## config.mk

```make
export PLATFORM = sky130hd
export DESIGN_NAME = lsu_mem_master
export DESIGN_NICKNAME = d
export VERILOG_FILES = /design/src/rtl/lsu_mem_pkg.sv /design/src/rtl/lsu_lane_align.sv /design/src/rtl/lsu_mem_master.sv
export SDC_FILE = /design/constraint.sdc
export NUM_CORES = 1
export LEC_CHECK = 0
export BUFFER_PORTS_ARGS = -buffer_cell sky130_fd_sc_hd__buf_2
export CAP_MARGIN = 20
export CORE_MARGIN = 5
export CORE_UTILIZATION = 47
export DETAILED_ROUTE_END_ITERATION = 8
export PLACE_DENSITY = 0.77
export SLEW_MARGIN = 10
export SYNTH_ARGS = -nofsm -noshare
export SYNTH_HDL_FRONTEND = slang
export SYNTH_SLANG_ARGS = --single-unit
```

## constraint.sdc

```tcl
create_clock -name clk -period 2.1 [get_ports clk]
set_input_delay 0.105 -clock clk [delete_from_list [all_inputs] [get_ports clk]]
set_output_delay 0.105 -clock clk [all_outputs]
set_load 0.01 [all_outputs]
```

## src/rtl/lsu_mem_pkg.sv

```systemverilog
// Shared types and decode helpers for the load/store memory master.
package lsu_mem_pkg;

   typedef enum logic [1:0] {IDLE, READ, WRITE, RESP} lsu_state_t;

   localparam logic [2:0] F3_B  = 3'b000;
   localparam logic [2:0] F3_H  = 3'b001;
   localparam logic [2:0] F3_W  = 3'b010;
   localparam logic [2:0] F3_BU = 3'b100;
   localparam logic [2:0] F3_HU = 3'b101;

   function automatic logic is_misaligned(input logic [2:0] funct3, input logic [1:0] addr_lo);
      case (funct3)
         F3_H, F3_HU: return addr_lo[0];
         F3_W:        return (addr_lo != 2'b00);
         default:     return 1'b0;
      endcase
   endfunction

   // Unsigned widths exist only for loads.
   function automatic logic is_illegal(input logic [2:0] funct3, input logic we);
      case (funct3)
         F3_B, F3_H, F3_W: return 1'b0;
         F3_BU, F3_HU:     return we;
         default:          return 1'b1;
      endcase
   endfunction

endpackage

```

## src/rtl/lsu_lane_align.sv

```systemverilog
// Little-endian lane handling: load extraction/extension and sub-word store merge.
module lsu_lane_align
   import lsu_mem_pkg::*;
(
   input  logic [2:0]  funct3,
   input  logic [1:0]  addr_lo,
   input  logic [31:0] rd_word,
   input  logic [31:0] old_word,
   input  logic [31:0] wdata,
   output logic [31:0] load_data,
   output logic [31:0] store_word
);

   logic [7:0]  byte_v;
   logic [15:0] half_v;

   always_comb begin
      byte_v    = rd_word[{addr_lo, 3'b000} +: 8];
      half_v    = rd_word[{addr_lo[1], 4'b0000} +: 16];
      load_data = '0;
      case (funct3)
         F3_B:    load_data = {{24{byte_v[7]}}, byte_v};
         F3_BU:   load_data = {24'd0, byte_v};
         F3_H:    load_data = {{16{half_v[15]}}, half_v};
         F3_HU:   load_data = {16'd0, half_v};
         F3_W:    load_data = rd_word;
         default: load_data = '0;
      endcase
   end

   always_comb begin
      store_word = old_word;
      case (funct3)
         F3_B:    store_word[{addr_lo, 3'b000} +: 8]    = wdata[7:0];
         F3_H:    store_word[{addr_lo[1], 4'b0000} +: 16] = wdata[15:0];
         F3_W:    store_word = wdata;
         default: store_word = old_word;
      endcase
   end

endmodule

```

## src/rtl/lsu_mem_master.sv

```systemverilog
// Load/store initiator for word-addressed memory; sub-word stores use read-modify-write.
// Optional statistics counters are built when LSU_MEM_MASTER_STATS_EN is defined.
module lsu_mem_master
   import lsu_mem_pkg::*;
#(
   parameter int C_ADDR_WIDTH = 32,
   parameter int C_DATA_WIDTH = 32,
   parameter int C_STAT_WIDTH = 16
)(
   input  logic                    clk,
   input  logic                    rst_n,
   input  logic                    req_valid,
   output logic                    req_ready,
   input  logic                    req_we,
   input  logic [2:0]              req_funct3,
   input  logic [C_ADDR_WIDTH-1:0] req_addr,
   input  logic [C_DATA_WIDTH-1:0] req_wdata,
   output logic                    resp_valid,
   output logic [C_DATA_WIDTH-1:0] resp_rdata,
   output logic                    resp_err,
   output logic [C_ADDR_WIDTH-1:0] mem_addr,
   output logic                    mem_write_en,
   output logic [C_DATA_WIDTH-1:0] mem_write_data,
   input  logic [C_DATA_WIDTH-1:0] mem_read_data
`ifdef LSU_MEM_MASTER_STATS_EN
   ,
   output logic [C_STAT_WIDTH-1:0] stat_loads,
   output logic [C_STAT_WIDTH-1:0] stat_stores,
   output logic [C_STAT_WIDTH-1:0] stat_errs
`endif
);

   // Handshake: a request transfers on the rising edge where req_valid && req_ready;
   // req_ready is high only in IDLE, and resp_valid is a single-cycle pulse with no backpressure.
   lsu_state_t state_q, state_d;

   logic                    we_q;
   logic [2:0]              f3_q;
   logic [1:0]              addr_lo_q;
   logic [C_DATA_WIDTH-1:0] wdata_q;
   logic [C_DATA_WIDTH-1:0] old_word_q;
   logic [C_DATA_WIDTH-1:0] rdata_q;
   logic                    err_q;
   logic [C_ADDR_WIDTH-1:0] mem_addr_q;

   logic                    accept;
   logic                    accept_err;
   logic [C_DATA_WIDTH-1:0] load_data;
   logic [C_DATA_WIDTH-1:0] store_word;

   assign accept     = (state_q == IDLE) && req_valid;
   assign accept_err = is_illegal(req_funct3, req_we) || is_misaligned(req_funct3, req_addr[1:0]);

   lsu_lane_align u_align (
      .funct3     (f3_q),
      .addr_lo    (addr_lo_q),
      .rd_word    (mem_read_data),
      .old_word   (old_word_q),
      .wdata      (wdata_q),
      .load_data  (load_data),
      .store_word (store_word)
   );

   always_ff @(posedge clk or negedge rst_n) begin
      if (!rst_n) begin
         state_q <= IDLE;
      end else begin
         state_q <= state_d;
      end
   end

   always_comb begin
      state_d = state_q;
      case (state_q)
         IDLE: begin
            if (accept) begin
               if (accept_err)                          state_d = RESP;
               else if (req_we && (req_funct3 == F3_W)) state_d = WRITE;
               else                                     state_d = READ;
            end
         end
         READ:    state_d = we_q ? WRITE : RESP;
         WRITE:   state_d = RESP;
         RESP:    state_d = IDLE;
         default: state_d = IDLE;
      endcase
   end

   always_ff @(posedge clk or negedge rst_n) begin
      if (!rst_n) begin
         we_q       <= 1'b0;
         f3_q       <= '0;
         addr_lo_q  <= '0;
         wdata_q    <= '0;
         old_word_q <= '0;
         rdata_q    <= '0;
         err_q      <= 1'b0;
         mem_addr_q <= '0;
      end else begin
         if (accept) begin
            we_q      <= req_we;
            f3_q      <= req_funct3;
            addr_lo_q <= req_addr[1:0];
            wdata_q   <= req_wdata;
            err_q     <= accept_err;
            rdata_q   <= '0;
            // Errors never touch memory, so the port address is left alone.
            if (!accept_err) mem_addr_q <= {req_addr[C_ADDR_WIDTH-1:2], 2'b00};
         end
         if (state_q == READ) begin
            old_word_q <= mem_read_data;
            if (!we_q) rdata_q <= load_data;
         end
      end
   end

   always_comb begin
      req_ready      = (state_q == IDLE);
      resp_valid     = (state_q == RESP);
      mem_write_en   = (state_q == WRITE);
      mem_write_data = mem_write_en ? store_word : '0;
      mem_addr       = mem_addr_q;
      resp_rdata     = rdata_q;
      resp_err       = err_q;
   end

`ifdef LSU_MEM_MASTER_STATS_EN
   localparam logic [C_STAT_WIDTH-1:0] STAT_ONE = C_STAT_WIDTH'(1);

   always_ff @(posedge clk or negedge rst_n) begin
      if (!rst_n) begin
         stat_loads  <= '0;
         stat_stores <= '0;
         stat_errs   <= '0;
      end else if (state_q == RESP) begin
         if (err_q) begin
            if (stat_errs != '1) stat_errs <= stat_errs + STAT_ONE;
         end else if (we_q) begin
            if (stat_stores != '1) stat_stores <= stat_stores + STAT_ONE;
         end else begin
            if (stat_loads != '1) stat_loads <= stat_loads + STAT_ONE;
         end
      end
   end
`else
   // Keeps the counter width referenced when the counters are compiled out.
   logic [C_STAT_WIDTH-1:0] stats_unused;
   assign stats_unused = '0;
`endif

endmodule

```

**Word level (Yosys, flattened, before mapping)**

Cells that the tools add are included.

- Add/sub/neg operators: 2
- Equal/unequal tests: 12
- Shift operators: 6
- Multiplexer cells: 15
- Bitwise operators: 1
- Reduce and logical (&&, ||, !) cells: 11

Operator list:

| operator | count |
|---|---|
| case mux 32 bit (5 select lines) | 1 |
| 2-to-1 mux 32 bit | 4 |
| case mux 32 bit (3 select lines) | 1 |
| bitwise mux 32 bit | 2 |
| variable shift 16 x 7 -> 32 bit, first input constant | 1 |
| variable shift 8 x 7 -> 32 bit, first input constant | 1 |
| indexed part select 16 x 7 -> 32 bit | 1 |
| indexed part select 32 x 6 -> 16 bit | 1 |
| indexed part select 32 x 6 -> 8 bit | 1 |
| indexed part select 8 x 7 -> 32 bit | 1 |
| negation 5 -> 7 bit | 2 |
| == test 3 bit, second input constant | 4 |
| case mux 2 bit (4 select lines) | 1 |
| == test 3 x 1 -> 1 bit, second input constant | 2 |
| == test 3 x 2 -> 1 bit, second input constant | 2 |
| zero test 3 bit | 2 |
| 2-to-1 mux 2 bit | 3 |
| == test 2 bit, second input constant | 2 |
| case mux 1 bit (2 select lines) | 2 |
| OR reduction 2 bit | 2 |
| OR reduction 3 bit | 1 |
| == test 2 x 1 -> 1 bit, second input constant | 1 |
| logical AND 1 bit | 2 |
| zero test 2 bit | 1 |
| 6 further kinds | 6 |

- Register bits after elaboration: 135
- Word-level logic and storage cells: 56

**Longest topological paths before layout**

Gate-level depths: netlist (run 1).

- Word-level depth: 7
- Depth in mapped cells: 8

**By module**

A second synthesis (run 1) with hierarchy kept.

- Cell total of the unflattened synthesis: 652
- Area, all modules: 7,599.8 um2

By module, submodules not included:

| module | times used | cells each | area each (um2) | seq. area each (um2) |
|---|---|---|---|---|
| lsu_mem_master | 1 | 350 | 5,470.2 | 3,378.2 |
| lsu_lane_align | 1 | 302 | 2,129.5 | 0.0 |

**Least setup slack after synthesis (run 1)**

No wires, ideal clock.

- Path kind: reg-to-output
- From: register addr_lo_q[1]
- To: output port mem_write_data[0]
- Data arrival time: 2.140 ns
- Required time: 1.995 ns
- Slack: -0.145 ns
- Cell stages (with the launch flop): 8
- Buffers on the path: 1
- Path through: dfrtp_1 clkbuf_1 inv_1 ha_1 nor3b_1 o21bai_1 a21oi_1 a22o_1

- Word-level cells in the longest chain between the ends: 5
- Elaborated cells on any way between the ends: 10
- Those cells by class: add/sub: 2; shift: 4; mux: 4

Ends and longest elaborated chain:

| item | line | RTL |
|---|---|---|
| start: declaration | lsu_mem_master.sv:39 | `logic [1:0] addr_lo_q;` |
| start signal: assignment | lsu_mem_master.sv:103 | `addr_lo_q <= req_addr[1:0];` |
| negation 5 -> 7 bit, on equally long branches | lsu_lane_align.sv:35, lsu_lane_align.sv:34 |  |
| indexed part select 16 x 7 -> 32 bit, or another cell as far along | lsu_lane_align.sv:35 | `F3_H: store_word[{addr_lo[1], 4'b0000} +: 16] = wdata[15:0];` |
| bitwise mux 32 bit, on equally long branches | lsu_lane_align.sv:35, lsu_lane_align.sv:34 |  |
| case mux 32 bit (3 select lines) (*) | lsu_lane_align.sv:33 | `case (funct3)` |
| 2-to-1 mux 32 bit (*) | lsu_mem_master.sv:121 | `mem_write_data = mem_write_en ? store_word : '0;` |
| end: declaration | lsu_mem_master.sv:23 | `output logic [C_DATA_WIDTH-1:0] mem_write_data,` |

Every way passes the cells marked *; elsewhere a longest branch is shown, timed or not.

**Worst setup path in the final report (run 1)**

- From: register state_q[0]
- To: output port mem_write_data[11]

- Word-level cells in the longest chain between the ends: 2

Ends and longest elaborated chain:

| item | line | RTL |
|---|---|---|
| start: declaration | lsu_mem_master.sv:35 | `lsu_state_t state_q, state_d;` |
| start signal: assignment | lsu_mem_master.sv:68 | `state_q <= state_d;` |
| == test 2 bit | lsu_mem_master.sv:120 | `mem_write_en = (state_q == WRITE);` |
| 2-to-1 mux 32 bit | lsu_mem_master.sv:121 |  |

Every way passes these cells.

==> out/summary.log, run 1 <==
[final_layout] number of standard cells in the layout, taps in and fillers out 1,056
[logic_synthesis] ranking of synthesized cells by area sky130_fd_sc_hd__dfrtp_1, sky130_fd_sc_hd__mux2_2, sky130_fd_sc_hd__a221o_1
[clocking] number of H-tree branching levels 4
[critical_path] Critical Path Sink Type output pin
[sta] clock period minus worst slack 2.35 ns
[logic_synthesis] portion of the post-synthesis area used by sequential elements 0.513
[clocking] Root Driver sky130_fd_sc_hd__clkbuf_16
[sta] final-report hold violation count 0
[power_and_ir_drop] Peak VDD IR 805 uV
[floorplanning] DIE WIDTH 128 um
[placed_design] DPL Wire Length 15,600 um
[grt] maximum number of pins on one net before global-route repair 76
[sta] share of the cycle needed by the critical path after routing 1.12
[placed_design] routability cong. 0.940
[clocking] CTS Sinks 135
[final_layout] layout net count 974
[floorplanning] Placeable Area 13,800 um^2
[critical_path] Critical Path Start Type flip-flop
[power_and_ir_drop] total power of the final layout 15.8 mW
[final_layout] highest-count cells in the layout ignoring fill and taps sky130_fd_sc_hd__buf_2, sky130_fd_sc_hd__dfrtp_1, sky130_fd_sc_hd__dlygate4sd3_1
[placed_design] Placed Cells 897
[final_layout] total area of multi-input combinational cells 3290 um^2
[logic_synthesis] average cell area after synthesis 12.6 um^2
[sta] RSZ-0062 raised after global routing yes
[logic_synthesis] cell accounting for the most synthesized area sky130_fd_sc_hd__dfrtp_1
[clocking] Inserted Clock Buffers 17
[placed_design] post-place instance area 7890 um^2
[final_layout] Area growth syn-to-layout 52.6%
[final_layout] final std cell area, no fill 10,100 um^2
[sta] post-layout worst setup margin -0.252 ns
[detailed_routing] mean number of vias per cell 5.84
[final_layout] most common cell after layout, fill and taps aside sky130_fd_sc_hd__buf_2
[sta] Setup violations, final 32
[status] violated checks negative setup slack
[min_path] class of the tightest hold or removal check input pin to flip-flop
[logic_synthesis] synthesized cell area 6590 um^2
[detailed_routing] detailed-route DRC error count 0
[grt] wire length of the first global-routing pass 36,100 um
[critical_path] critical path data arrival time 2.25 ns
[grt] Total Routing Usage GR 0.285
[clocking] TritonCTS clock tree yes
[grt] number of antenna violations at the first check in global routing 0
[detailed_routing] post-detailed-routing wire length 23,500 um
[final_layout] ratio of cells with drive above 1 in the final layout 0.487
[floorplanning] die height 128 um
[final_layout] Seq. cell area 3380 um^2
[sta] Slew @ Worst Pin 0.615 ns
[logic_synthesis] unique cell type count in the Yosys netlist 53
[grt] residual overflow from global routing 0
[detailed_routing] total via count in the routed design 6,172
[floorplanning] I/O Pins 203
[sta] final number of max-transition violations 0
[placed_design] number of input and output port buffers inserted 200
[power_and_ir_drop] areal power density over the cells 1570 nW/um^2
[final_layout] FILL cells 890
[logic_synthesis] area share of the leading cell type in the synthesized netlist 0.513
[clocking] clock latency on the worst-skew pair 0.42 ns
[detailed_routing] remaining number of nets flagged by the antenna check after routing 0
[floorplanning] floorplan die area 16,500 um^2
[sta] Max Clk Rate 425 MHz
[logic_synthesis] Ys Warns 0
[floorplanning] Starting Density 0.476
[sta] Layout Skew 0.00588 ns
[detailed_routing] average wire length per cell after detail routing 22.3 um
[critical_path] data required time of the worst path 2.00 ns
[grt] vias in the first global route 6,592
[power_and_ir_drop] leakage power 4.80 nW
[sta] remaining max-slew budget at the tightest pin 0.587
[clocking] maximum buffer depth of the clock tree 2
[status] run status finished, violations left
[logic_synthesis] register bit count reported by yosys 135
[critical_path] type of the setup path with the least slack flip-flop to output pin
[job] MaxCap Viol Count 0
[detailed_routing] number of iterations in the first detailed-routing pass 7
[critical_path] worst-path fanout max 5
[detailed_routing] First DRT Iteration DRCs 469
[sta] setup_tns -5.09 ns
[clocking] Clock transition at path regs 0.06 ns
[logic_synthesis] instance count of the mapped netlist 524
[placed_design] pre-CTS setup slack -0.0269 ns
[floorplanning] row count 43
==> worst paths after layout <==
kind	from	endpoint	slack [ns]	depth (start not counted)
worst max-delay path	state_q[0]	mem_write_data[11]	-0.25	8
worst min-delay path	mem_read_data[18]	resp_rdata[18]	0.03	2
worst max register to register	f3_q[1]	resp_rdata[1]	0.05	6
worst min register to register	resp_rdata[15]	resp_rdata[15]	0.48	1
max in group asynchronous	rst_n	f3_q[1]	1.14	3
min in group asynchronous	rst_n	resp_rdata[21]	0.19	2
==> synth_stat cells, drive strengths merged <==
| cell type | count |
|---|---|
| dfrtp | 135 |
| mux2 | 111 |
| a221o | 37 |
| nor2 | 34 |
| buf | 20 |
| clkbuf | 17 |
| a22oi | 16 |
| a22o | 15 |
| a32oi | 15 |
| a211o | 11 |
| nand2 | 10 |
| o21ai | 10 |
| a21oi | 9 |
| and2 | 9 |
| ha | 9 |
| inv | 9 |
| a21boi | 4 |
| a222oi | 4 |
| and3 | 4 |
| nand2b | 4 |
| nor2b | 4 |
| nor3 | 4 |
| o31ai | 4 |
| nand3 | 3 |
| nor3b | 3 |
| nor4bb | 3 |
| a21o | 2 |
| a31oi | 2 |
| o21bai | 2 |
| or3b | 2 |
| a211oi | 1 |
| and2b | 1 |
| and3b | 1 |
| conb | 1 |
| nand3b | 1 |
| nand4 | 1 |
| nor4 | 1 |
| nor4b | 1 |
| o211ai | 1 |
| o22ai | 1 |
| o41ai | 1 |
| or3 | 1 |
==> logic make-up after synthesis <==
family,count (synthesis),synth area share
adders and majority gates,9,0.0171
and+or+nand+nor,87,0.0729
buffers and inverters,46,0.0321
AOI/OAI and AO/OA,135,0.174
muxes,111,0.190
other,1,0.000569
DFF,135,0.513
==> per-layer routing <==
| metal | GRT usage | vias to the layer above | part of all wire |
|---|---|---|---|
| met5 | 0 | - | 0 |
| met4 | 0.126 | 0 | 0.038 |
| met3 | 0.0685 | 68 | 0.090 |
| met2 | 0.464 | 368 | 0.48 |
| met1 | 0.363 | 3041 | 0.40 |
| li1 | - | 2695 | - |
==> flip-flops by register name, summed over array words and instances (netlist names) <==
signal	flops
resp_err	1
f3_q	3
wdata_q	32
state_q	2
addr_lo_q	2
mem_addr	30
resp_rdata	32
old_word_q	32
we_q	1
==> worst max-delay path, cell delays in order (launching register included) <==
cell and delay [ns]:
sky130_fd_sc_hd__dfrtp_1 0.41, sky130_fd_sc_hd__inv_2 0.09, sky130_fd_sc_hd__ha_4 0.15, sky130_fd_sc_hd__nand2b_4 0.05
sky130_fd_sc_hd__or3_4 0.34, sky130_fd_sc_hd__nor4_4 0.28, sky130_fd_sc_hd__buf_4 0.20, sky130_fd_sc_hd__a221o_1 0.17
sky130_fd_sc_hd__buf_2 0.14
==> per-stage QoR <==
stage	utilization	hold slack [ns]
after floorplan	-	-0.191
after global placement	0.571	0.0765
after detailed placement	0.571	0.0890
after CTS	0.717	0.000357
after global routing	0.727	0.0148
final	0.727	0.0267
==> area by class of cell <==
cell class / instances / area share
Tap cell: 180 / 0.0224
Antenna cell: 1 / 0.000249
Clock inverter: 11 / 0.0144
Sequential cell: 135 / 0.336
Inverter: 9 / 0.00361
Timing Repair Buffer: 355 / 0.249
Clock buffer: 21 / 0.0468
Multi-Input combinational cell: 344 / 0.327
==> timing repair <==
action	CTS	global route
setup endpoints to repair	48	54
buffers inserted	28	10
pin swaps	36	24
hold buffers	93	1
gates cloned	1	0
hold endpoints to repair	135	1
gates resized for setup	60	16
==> report_power, final <==
group          switching [mW]  total [mW]  internal, mW
clock network            1.12        3.09          1.96
registers                1.10        4.96          3.85
logic                    3.84        7.73          3.89
No activity file was read; power rests on OpenSTA's default activity.
==> inputs of run 2 (changes only) <==
--- a/config.mk
+++ b/config.mk
@@ -9,6 +9,7 @@
 export CAP_MARGIN = 20
 export CORE_MARGIN = 5
 export CORE_UTILIZATION = 47
+export CTS_BUF_LIST = sky130_fd_sc_hd__clkbuf_4 sky130_fd_sc_hd__clkbuf_8 sky130_fd_sc_hd__clkbuf_16
 export DETAILED_ROUTE_END_ITERATION = 8
 export PLACE_DENSITY = 0.77
 export SLEW_MARGIN = 10
==> run 2 against run 1 <==
Effect of this change:
- hold slack lost 0.0067 ns
- worst setup slack lost 0.0063 ns
- combinational power is essentially flat
- clock skew is essentially flat
- non-clock buffer count is the same
- cell count is essentially flat
- largest power group unchanged
- the run still ends with negative setup slack left
- fmax shrank 0.27%
- largest cell class unchanged
- via count grew 0.15%
- total power is essentially flat
- first-iteration DRC count grew 3.0%
- critical endpoint unchanged
==> out/summary.log, run 2 (same netlist as run 1, synthesis figures left out) <==
[final_layout] highest-count cells in the layout ignoring fill and taps sky130_fd_sc_hd__buf_2, sky130_fd_sc_hd__dfrtp_1, sky130_fd_sc_hd__dlygate4sd3_1 [unchanged]
[grt] number of antenna violations at the first check in global routing 0 [unchanged]
[power_and_ir_drop] sequential fraction of design power 0.315 [was 0.314]
[clocking] Clock transition at path regs 0.06 ns [about the same]
[min_path] number of cells traversed by the worst hold path 2 [unchanged]
[final_layout] ratio of cells with drive above 1 in the final layout 0.488 [was 0.487]
[power_and_ir_drop] fraction of power consumed by the clock network 0.196 [about the same]
[detailed_routing] met2 wirelength from detailed routing 11,200 um [about the same]
[sta] post-layout worst setup margin -0.259 ns [was -0.252 ns]
[grt] Total Routing Usage GR 0.285 [about the same]
[detailed_routing] detailed-route DRC error count 0 [unchanged]
[min_path] class of the tightest hold or removal check input pin to flip-flop [unchanged]
[final_layout] Area growth syn-to-layout 52.6% [about the same]
[critical_path] delay of the slowest cell on the worst path 0.41 ns [about the same]
[clocking] maximum buffer depth of the clock tree 2 [unchanged]
[critical_path] Critical Path Start Type flip-flop [unchanged]
[floorplanning] row count 43 [unchanged]
[final_layout] most common cell after layout, fill and taps aside sky130_fd_sc_hd__buf_2 [unchanged]
[grt] vias in the first global route 6,596 [was 6,592]
[sta] remaining max-slew budget at the tightest pin 0.616 [was 0.587]
[power_and_ir_drop] switching share of total power 0.384 [was 0.385]
[detailed_routing] total via count in the routed design 6,181 [was 6,172]
[clocking] number of H-tree branching levels 4 [unchanged]
[critical_path] Worst Setup SP state_q[0] [unchanged]
[status] run status finished, violations left [unchanged]
[critical_path] type of the setup path with the least slack flip-flop to output pin [unchanged]
[critical_path] data required time of the worst path 2.00 ns [about the same]
[detailed_routing] DR top layer met4 [unchanged]
[clocking] Root Driver sky130_fd_sc_hd__clkbuf_16 [unchanged]
[power_and_ir_drop] switching power of the nets 6.06 mW [was 6.07 mW]
[power_and_ir_drop] internal power 9.72 mW [was 9.71 mW]
[power_and_ir_drop] leakage power 4.81 nW [was 4.80 nW]
[floorplanning] Starting Density 0.476 [unchanged]
[clocking] Inserted Clock Buffers 17 [unchanged]
[critical_path] reg2reg end resp_rdata[1] [unchanged]
[power_and_ir_drop] Peak VDD IR 806 uV [was 805 uV]
[critical_path] cells along the critical path inv_2 -> ha_4 -> nand2b_4 -> or3_4 -> nor4_4 -> buf_4 -> a221o_1 -> buf_2 [unchanged]
[placed_design] routability cong. 0.940 [unchanged]
[critical_path] Worst path top cell family by delay simple AND/OR/NAND/NOR gates [unchanged]
[floorplanning] floorplan die area 16,500 um^2 [unchanged]
[grt] wire length of the first global-routing pass 36,200 um [was 36,100 um]
[final_layout] layout net count 974 [unchanged]
[floorplanning] DIE WIDTH 128 um [unchanged]
[grt] residual overflow from global routing 0 [unchanged]
[job] MaxCap Viol Count 0 [unchanged]
[sta] Slew @ Worst Pin 0.572 ns [was 0.615 ns]
[floorplanning] die height 128 um [unchanged]
[power_and_ir_drop] Gate power share 0.489 [was 0.490]
[floorplanning] Placeable Area 13,800 um^2 [unchanged]
[sta] final number of max-transition violations 0 [unchanged]
[placed_design] number of input and output port buffers inserted 200 [unchanged]
[critical_path] R2R depth 6 [unchanged]
[detailed_routing] number of iterations in the first detailed-routing pass 6 [was 7]
[final_layout] FILL cells 890 [unchanged]
[detailed_routing] mean number of vias per cell 5.86 [was 5.84]
[detailed_routing] met3 WL 2360 um [was 2120 um]
[detailed_routing] average wire length per cell after detail routing 22.3 um [about the same]
[critical_path] worst-path fanout max 5 [unchanged]
[status] violated checks negative setup slack [unchanged]
[detailed_routing] First DRT Iteration DRCs 483 [was 469]
[clocking] CTS Sinks 135 [unchanged]
[critical_path] critical path data arrival time 2.25 ns [about the same]
[detailed_routing] length of routed wiring on met1 9110 um [was 9320 um]
[critical_path] worst setup slack for register-to-register paths 0.05 ns [about the same]
[critical_path] Buffers & Inverters on Critical Path 3 [unchanged]
[critical_path] slowest cell on the critical path sky130_fd_sc_hd__dfrtp_1 [unchanged]
[floorplanning] I/O Pins 203 [unchanged]
[sta] share of the cycle needed by the critical path after routing 1.12 [about the same]
[clocking] TritonCTS clock tree yes [unchanged]
[sta] Setup violations, final 32 [unchanged]
[critical_path] Critical Path Sink Type output pin [unchanged]
[sta] RSZ-0062 raised after global routing yes [unchanged]
[final_layout] final core utilization 0.727 [about the same]
[critical_path] Crit Reg-Reg Startpoint f3_q[1] [unchanged]
[placed_design] DPL Wire Length 15,600 um [unchanged]
[sta] Max Clk Rate 424 MHz [was 425 MHz]
[sta] final-report hold violation count 0 [unchanged]
[detailed_routing] post-detailed-routing wire length 23,600 um [was 23,500 um]
[final_layout] total area of multi-input combinational cells 3290 um^2 [unchanged]
[sta] worst hold margin 0.0200 ns [was 0.0267 ns]
[detailed_routing] remaining number of nets flagged by the antenna check after routing 0 [unchanged]
[final_layout] Seq. cell area 3380 um^2 [unchanged]
[power_and_ir_drop] areal power density over the cells 1570 nW/um^2 [about the same]
[final_layout] Inserted Diodes 0 [was 1]
[min_path] sink of the worst hold path resp_rdata[18] [unchanged]
[final_layout] final std cell area, no fill 10,100 um^2 [about the same]
[clocking] clock latency on the worst-skew pair 0.42 ns [about the same]
[min_path] Worst Min Path Start mem_read_data[18] [unchanged]
[sta] clock period minus worst slack 2.36 ns [was 2.35 ns]
[grt] maximum number of pins on one net before global-route repair 76 [unchanged]
[placed_design] post-place instance area 7890 um^2 [unchanged]
[sta] Layout Skew 0.00567 ns [was 0.00588 ns]
-- run 2: changes by cell type in the layout (fill, tap and decap cells not counted), sizes merged --
cell and change:
diode -1
-- run 2: worst register-to-register path: stages (launching register included) --
cell and delay (ns):
sky130_fd_sc_hd__dfrtp_2 0.47, sky130_fd_sc_hd__buf_6 0.14, sky130_fd_sc_hd__buf_4 0.17, sky130_fd_sc_hd__or3b_1 0.25
sky130_fd_sc_hd__o31ai_2 0.16, sky130_fd_sc_hd__a222oi_1 0.57, sky130_fd_sc_hd__o21ai_0 0.15
-- run 2: through the flow --
step	total power, mW	std cells	setup slack, ns	setup TNS, ns
after floorplan	8.63	525	0.0215	0
after global placement	10.9	897	0.102	0
after detailed placement	11.1	897	-0.0269	-0.206
after CTS	15.3	1045	-0.355	-5.57
after global routing	16.5	1055	-0.322	-7.71
final	15.8	1055	-0.259	-5.21
-- run 2: what timing repair did --
| action | 4_1_cts | 5_1_grt |
|---|---|---|
| setup endpoints to repair | 48 | 54 |
| cloned | 1 | 0 |
| setup buffers | 28 | 10 |
| pin swaps | 36 | 24 |
| hold buffers | 93 | 1 |
| resized for setup | 60 | 16 |
| endpoints found under the hold margin | 135 | 1 |
-- run 2: worst max path at each step --
stage | to | slack (ns) | depth (start not counted)
global placement | mem_write_data[30] | 0.10 | 6
global route | mem_write_data[11] | -0.32 | 8
detailed placement | resp_rdata[19] | -0.03 | 5
finish | mem_write_data[11] | -0.26 | 8
floorplan | mem_write_data[26] | 0.02 | 6
CTS | mem_write_data[13] | -0.36 | 8
-- run 2: power groups by stage --
stage / combinational [mW] / sequential [mW] / clock (mW)
after floorplan: 3.88 / 4.75 / 0
after global placement: 6.07 / 4.82 / 0
after detailed placement: 6.23 / 4.86 / 0
after CTS: 7.27 / 4.86 / 3.13
after global routing: 8.21 / 5.07 / 3.24
final: 7.72 / 4.96 / 3.10
-- run 2: area by class of cell --
type,instances,share of cell area
multi-input combinational,344,0.327
clock inverter,11,0.0144
inverter,9,0.00361
tap,180,0.0224
timing repair buffer,355,0.249
clock buffer,21,0.0472
sequential,135,0.336
-- run 2: layer usage --
| layer | GRT usage | vias to the layer above |
|---|---|---|
| li1 | - | 2693 |
| met2 | 0.464 | 400 |
| met3 | 0.0685 | 64 |
| met4 | 0.127 | 0 |
| met1 | 0.362 | 3024 |
| met5 | 0 | - |
